===== config.mk =====
export PLATFORM = sky130hd
export DESIGN_NAME = mchan_synch_array
export DESIGN_NICKNAME = d
export VERILOG_FILES = /design/src/rtl/mchan_synch_array.sv
export SDC_FILE = /design/constraint.sdc
export NUM_CORES = 2
export LEC_CHECK = 0
export CAP_MARGIN = 10
export CORE_MARGIN = 5
export CORE_UTILIZATION = 30
export CTS_CLUSTER_DIAMETER = 100
export CTS_CLUSTER_SIZE = 40
export DETAILED_ROUTE_END_ITERATION = 10
export HOLD_SLACK_MARGIN = 0.06
export PLACE_DENSITY_LB_ADDON = 0.08
export REMOVE_ABC_BUFFERS = 1
export SYNTH_ARGS = -nofsm -noshare
export SYNTH_HDL_FRONTEND = slang
export SYNTH_SLANG_ARGS = --single-unit

===== constraint.sdc =====
create_clock -name clk_i -period 15 [get_ports clk_i]
set_input_delay 2.25 -clock clk_i [delete_from_list [all_inputs] [get_ports clk_i]]
set_output_delay 2.25 -clock clk_i [all_outputs]
set_load 0.005 [all_outputs]

===== src/rtl/mchan_synch_array.sv =====
// Per-ID outstanding command tracker for TCDM and EXT sides.
// Emits busy status, completion pulses and a sticky error report.
module mchan_synch_array #(
  parameter int NB_TRANSFERS    = 16,
  parameter int TRANS_SID_WIDTH = $clog2(NB_TRANSFERS),
  parameter int MCHAN_CMD_WIDTH = 10,
  parameter int CNT_WIDTH       = MCHAN_CMD_WIDTH + 2
) (
  input  logic                       clk_i,
  input  logic                       rst_i,
  input  logic                       mchan_tx_req_i,
  input  logic                       mchan_tx_gnt_i,
  input  logic [TRANS_SID_WIDTH-1:0] mchan_tx_sid_i,
  input  logic [MCHAN_CMD_WIDTH-1:0] mchan_tx_cmd_nb_i,
  input  logic                       mchan_rx_req_i,
  input  logic                       mchan_rx_gnt_i,
  input  logic [TRANS_SID_WIDTH-1:0] mchan_rx_sid_i,
  input  logic [MCHAN_CMD_WIDTH-1:0] mchan_rx_cmd_nb_i,
  input  logic                       tcdm_tx_synch_req_i,
  input  logic [TRANS_SID_WIDTH-1:0] tcdm_tx_synch_sid_i,
  input  logic                       tcdm_rx_synch_req_i,
  input  logic [TRANS_SID_WIDTH-1:0] tcdm_rx_synch_sid_i,
  input  logic                       ext_tx_synch_req_i,
  input  logic [TRANS_SID_WIDTH-1:0] ext_tx_synch_sid_i,
  input  logic                       ext_rx_synch_req_i,
  input  logic [TRANS_SID_WIDTH-1:0] ext_rx_synch_sid_i,
  input  logic                       clr_req_i,
  input  logic [TRANS_SID_WIDTH-1:0] clr_sid_i,
  input  logic                       err_clr_i,
  output logic                       trans_registered_o,
  output logic [NB_TRANSFERS-1:0]    trans_status_o,
  output logic [NB_TRANSFERS-1:0]    term_sig_o,
  output logic                       err_o,
  output logic [TRANS_SID_WIDTH-1:0] err_sid_o
);

  localparam int SW = CNT_WIDTH + 1;
  localparam logic [SW-1:0] CNT_MAX = {1'b0, {CNT_WIDTH{1'b1}}};

  logic [CNT_WIDTH-1:0] tcdm_cnt_q [NB_TRANSFERS];
  logic [CNT_WIDTH-1:0] tcdm_cnt_d [NB_TRANSFERS];
  logic [CNT_WIDTH-1:0] ext_cnt_q  [NB_TRANSFERS];
  logic [CNT_WIDTH-1:0] ext_cnt_d  [NB_TRANSFERS];
  logic [SW-1:0]        inc        [NB_TRANSFERS];
  logic [SW-1:0]        dec_t      [NB_TRANSFERS];
  logic [SW-1:0]        dec_e      [NB_TRANSFERS];
  logic [CNT_WIDTH:0]   res_t      [NB_TRANSFERS];
  logic [CNT_WIDTH:0]   res_e      [NB_TRANSFERS];

  logic [NB_TRANSFERS-1:0]    pending, pending_q, clr_q, clr_d, err_id;
  logic                       tx_hs, rx_hs, any_err;
  logic                       err_q, err_d;
  logic [TRANS_SID_WIDTH-1:0] err_sid_q, err_sid_d, low_sid;

  // {error, saturated count} for one side of one ID
  function automatic logic [CNT_WIDTH:0] upd(
    input logic [SW-1:0] up,
    input logic [SW-1:0] dn
  );
    logic [SW-1:0] n;
    if (up < dn) return {1'b1, {CNT_WIDTH{1'b0}}};
    n = up - dn;
    if (n > CNT_MAX) return {1'b1, CNT_MAX[CNT_WIDTH-1:0]};
    return {1'b0, n[CNT_WIDTH-1:0]};
  endfunction

  assign tx_hs = mchan_tx_req_i & mchan_tx_gnt_i;
  assign rx_hs = mchan_rx_req_i & mchan_rx_gnt_i;
  assign trans_registered_o = tx_hs | rx_hs;

  always_comb begin
    for (int i = 0; i < NB_TRANSFERS; i++) begin
      logic [TRANS_SID_WIDTH-1:0] id;
      id       = TRANS_SID_WIDTH'(i);
      inc[i]   = '0;
      if (tx_hs && mchan_tx_sid_i == id)
        inc[i] = inc[i] + SW'(mchan_tx_cmd_nb_i);
      if (rx_hs && mchan_rx_sid_i == id)
        inc[i] = inc[i] + SW'(mchan_rx_cmd_nb_i);
      dec_t[i] = SW'(tcdm_tx_synch_req_i && tcdm_tx_synch_sid_i == id)
               + SW'(tcdm_rx_synch_req_i && tcdm_rx_synch_sid_i == id);
      dec_e[i] = SW'(ext_tx_synch_req_i && ext_tx_synch_sid_i == id)
               + SW'(ext_rx_synch_req_i && ext_rx_synch_sid_i == id);
      res_t[i] = upd({1'b0, tcdm_cnt_q[i]} + inc[i], dec_t[i]);
      res_e[i] = upd({1'b0, ext_cnt_q[i]} + inc[i], dec_e[i]);
      clr_d[i] = clr_req_i && clr_sid_i == id;
      // abort wins over any arithmetic or error on that ID
      if (clr_d[i]) begin
        tcdm_cnt_d[i] = '0;
        ext_cnt_d[i]  = '0;
        err_id[i]     = 1'b0;
      end else begin
        tcdm_cnt_d[i] = res_t[i][CNT_WIDTH-1:0];
        ext_cnt_d[i]  = res_e[i][CNT_WIDTH-1:0];
        err_id[i]     = res_t[i][CNT_WIDTH] | res_e[i][CNT_WIDTH];
      end
      pending[i] = (tcdm_cnt_q[i] != '0) | (ext_cnt_q[i] != '0);
    end
  end

  always_comb begin
    low_sid = '0;
    for (int i = NB_TRANSFERS - 1; i >= 0; i--)
      if (err_id[i]) low_sid = TRANS_SID_WIDTH'(i);
    any_err   = |err_id;
    err_d     = any_err ? 1'b1 : (err_clr_i ? 1'b0 : err_q);
    err_sid_d = (!err_q && any_err) ? low_sid : err_sid_q;
  end

  always_ff @(posedge clk_i or posedge rst_i) begin
    if (rst_i) begin
      for (int i = 0; i < NB_TRANSFERS; i++) begin
        tcdm_cnt_q[i] <= '0;
        ext_cnt_q[i]  <= '0;
      end
      pending_q <= '0;
      clr_q     <= '0;
      err_q     <= 1'b0;
      err_sid_q <= '0;
    end else begin
      for (int i = 0; i < NB_TRANSFERS; i++) begin
        tcdm_cnt_q[i] <= tcdm_cnt_d[i];
        ext_cnt_q[i]  <= ext_cnt_d[i];
      end
      pending_q <= pending;
      clr_q     <= clr_d;
      err_q     <= err_d;
      err_sid_q <= err_sid_d;
    end
  end

  assign trans_status_o = pending | pending_q;
  assign term_sig_o     = pending_q & ~pending & ~clr_q;
  assign err_o          = err_q;
  assign err_sid_o      = err_sid_q;

endmodule

==> flow_summary.yaml <==
routing:
  drc: 0
  final_antenna_net_count: 0
  drt_first_pass_iters: 5
  viasPerCell: 5.363
  wirelength_mm: 184.7
  wl_per_cell_um: 21.61
  drt_iter0_markers: 2750
  vias: 45830
pwr:
  p_leak_nw: 24.03
  power.density_mw_per_mm2: 121.6
  peakVddDrop_mv: 0.08185
  power_mw: 6.726
floorplan:
  rows: 150
  io_pins: 98
  initial_core_util: 0.3018
  die_y_um: 420.1
  die_area_mm2: 0.1765
  fp.dieW_um: 420.1
  core_mm2: 0.1672
yosys:
  ys_ff_latch: 421
  synth.top_cells.by_area: "dfrtp_1 21%, ha_1 15%, xnor2_1 7.2%"
  synth_top_cell_by_area: "dfrtp_1"
  ys_seq_area_frac: 0.2088
  yosys.area.top_type_share: 0.2088
  async_flop_share: 1.000
  netlist_area_mm2: 0.05046
  synth.distinct_cells: 105
  syn_area_per_cell_um2: 8.043
  syn_inst: 6274
  synthFlopType: "dfrtp_1"
  synth-edff-count: 0
  yosys_warnings: 0
final_layout:
  fill_cells: 17530
  areaGrowthSynthToFinish_pct: 9.583
  nets: 7046
  drive_above_1_share: 0.05192
cts:
  clock-sinks: 421
  worst_skew_pair.late_latency_ns: 0.65
  clk_pin_slew_ns: 0.09
  cts_inserted_buffers: 39
  cts.repair.resized: 0
  postCtsHoldBufs: 0
  cts_max_path_buffers: 3
  cts_htree_levels: 2
  cts_tree: "built"
  root_buffer: "clkbuf_16"
  post_cts_buffers: 0
timing:
  fin_tns_setup_ns: 0
  timing.slew.headroom: 0.2177
  finalSetupViolCount: 0
  finClkSkew_ns: 0.02563
  min_period_over_period: 0.6837
  fmax_mhz: 97.51
  min_period_ns: 10.26
  rsz0062_at_grt: "false"
  worst_slew_pin_slew_ns: 1.158
  hold_violations: 0
  finalMaxSlewViolations: 0
critical_path:
  critPathMaxFanout: 19
  critPathRequiredTime_ns: 15.54
  endpoint_kind: "flop"
  cp_slowest_cell: "clkdlybuf4s50_1"
  path_buf_inv: 2
  cp_top_family: "compound AO/OA/AOI/OAI gates"
  cp.depth: 29
  crit_top_cell: "o21ai_0"
  path_class: "in2reg"
  critPathArrivalTime_ns: 10.79
  cp-start-kind: "input pin"
  max_stage_delay_ns: 0.77
  r2r_cells: 15
placed_design:
  routabilityCongestion: 0.8778
  io_buffers: 97
  dp_hpwl_mm: 144.7
global_routing:
  grt_first_pass_wirelength_mm: 278.3
  antenna_found_initial: 13
  grt_max_degree: 103
  groute.usage.overall: 0.2042
  gr-total-overflow: 0
  grt_pass1_vias: 44690
min_path:
  whs_path_depth: 1
  min_path_type: "reg2reg"
outcome:
  status: "finished clean"
job:
  cap_viol_max_count: 0
flip-flops by register name (all words and copies together) (netlist names):
register / cells
clr_q: 16
err_o: 1
err_sid_o: 4
ext_cnt_q: 192
pending_q: 16
tcdm_cnt_q: 192
where the power goes:
part | internal [mW] | leakage (nW) | switching (mW)
Sequential | 1.59 | 5.09 | 0.423
Clock | 0.556 | 0.651 | 0.621
Combinational | 1.51 | 18.3 | 2.02
Total | 3.66 | 24.0 | 3.07
layout by cell type, fill, tap and decap left out, types with 91 or more instances in the layout:
master,count
nand2_1,401
o21a_1,91
nand2b_1,92
xor2_1,204
inv_1,431
xnor2_1,414
and2_1,133
nor2_1,457
o21bai_1,103
ha_1,600
nor4_1,148
nand3_1,106
nor3_1,211
dfrtp_1,421
a21oi_1,686
a21o_1,125
o21ai_0,328
worst register-to-register path: stages (launching register included):
cell and delay (ns):
dfrtp_1 0.39, ha_1 0.22, inv_1 0.07, fa_1 0.50, inv_1 0.07, fa_1 0.44, or4_1 0.62, a211oi_1 0.23
a31oi_1 0.11, a31oi_1 0.83, and2_1 0.24, a31oi_1 0.28, nor4_1 0.52, nand2_1 0.17, o31ai_4 0.24, mux2_4 0.32
area by class of cell:
| cell class | instances | area (µm²) | share of cell area |
|---|---|---|---|
| well taps | 2204 | 2758 | 0.04987 |
| inverters | 432 | 1629 | 0.02946 |
| clock inverters | 30 | 359.1 | 0.006494 |
| repair buffers | 149 | 1276 | 0.02308 |
| flip-flops and latches | 421 | 10540 | 0.1905 |
| multi-input cells | 5263 | 37720 | 0.6821 |
| diodes | 6 | 15.01 | 0.0002715 |
| clock buffers | 42 | 1008 | 0.01824 |
metal layers:
| metal | vias to the layer above | share of wire | global-route usage |
|---|---|---|---|
| met5 | - | 0 | 0 |
| met4 | 0 | 0.034 | 0.06189 |
| met3 | 191 | 0.028 | 0.01544 |
| met2 | 709 | 0.47 | 0.3525 |
| met1 | 22090 | 0.47 | 0.2725 |
| li1 | 22850 | - | - |
final timing paths:
kind | to | from | slack, ns
max reg2reg | err_sid_o[1] | tcdm_cnt_q[72] | 9.64
min in group asynchronous | tcdm_cnt_q[179] | rst_i | 2.18
max | err_sid_o[0] | mchan_tx_sid_i[0] | 4.74
min reg2reg | err_sid_o[3] | err_o | 0.60
min | err_sid_o[3] | err_o | 0.60
max in group asynchronous | pending_q[7] | rst_i | 10.67
synth_stat cells, drive strengths merged (12+ instances only):
cell type / number
a2111oi: 17
a211o: 31
a211oi: 64
a21boi: 19
a21o: 125
a21oi: 687
a311oi: 16
a31o: 15
a31oi: 86
a41oi: 14
and2: 134
and3: 25
clkbuf: 153
dfrtp: 421
fa: 80
ha: 600
inv: 432
mux2: 73
mux2i: 15
nand2: 401
nand2b: 92
nand3: 107
nand3b: 36
nand4: 46
nor2: 457
nor2b: 90
nor3: 212
nor3b: 48
nor4: 150
o2111ai: 13
o211a: 13
o211ai: 48
o21a: 91
o21ai: 351
o21bai: 103
o22ai: 19
o31a: 26
o31ai: 26
or2: 47
or3: 81
or3b: 12
or4: 22
xnor2: 414
xor2: 208
metrics by stage:
stage	util	instances	setup slack [ns]	cell area (µm²)	hold slack (ns)
5_1_grt	0.3306	8544	4.080	55290	0.6241
2_1_floorplan	-	6116	1.030	49870	0.4844
3_5_place_dp	0.3224	8469	4.139	53920	0.5656
3_3_place_gp	0.3224	8468	4.410	53910	0.5632
4_1_cts	0.3306	8541	4.893	55280	0.5997
6_report	0.3307	8547	4.744	55300	0.6027
kinds of logic after synthesis:
| family | after synthesis | synth area share |
|---|---|---|
| buf+inv | 590 | 0.04391 |
| flops | 421 | 0.2088 |
| mux | 88 | 0.01934 |
| fa+ha+maj | 684 | 0.1813 |
| simple gates | 2000 | 0.2044 |
| xor+xnor | 622 | 0.1085 |
| compound gates | 1869 | 0.2337 |
No activity file was read; power rests on OpenSTA's default activity.
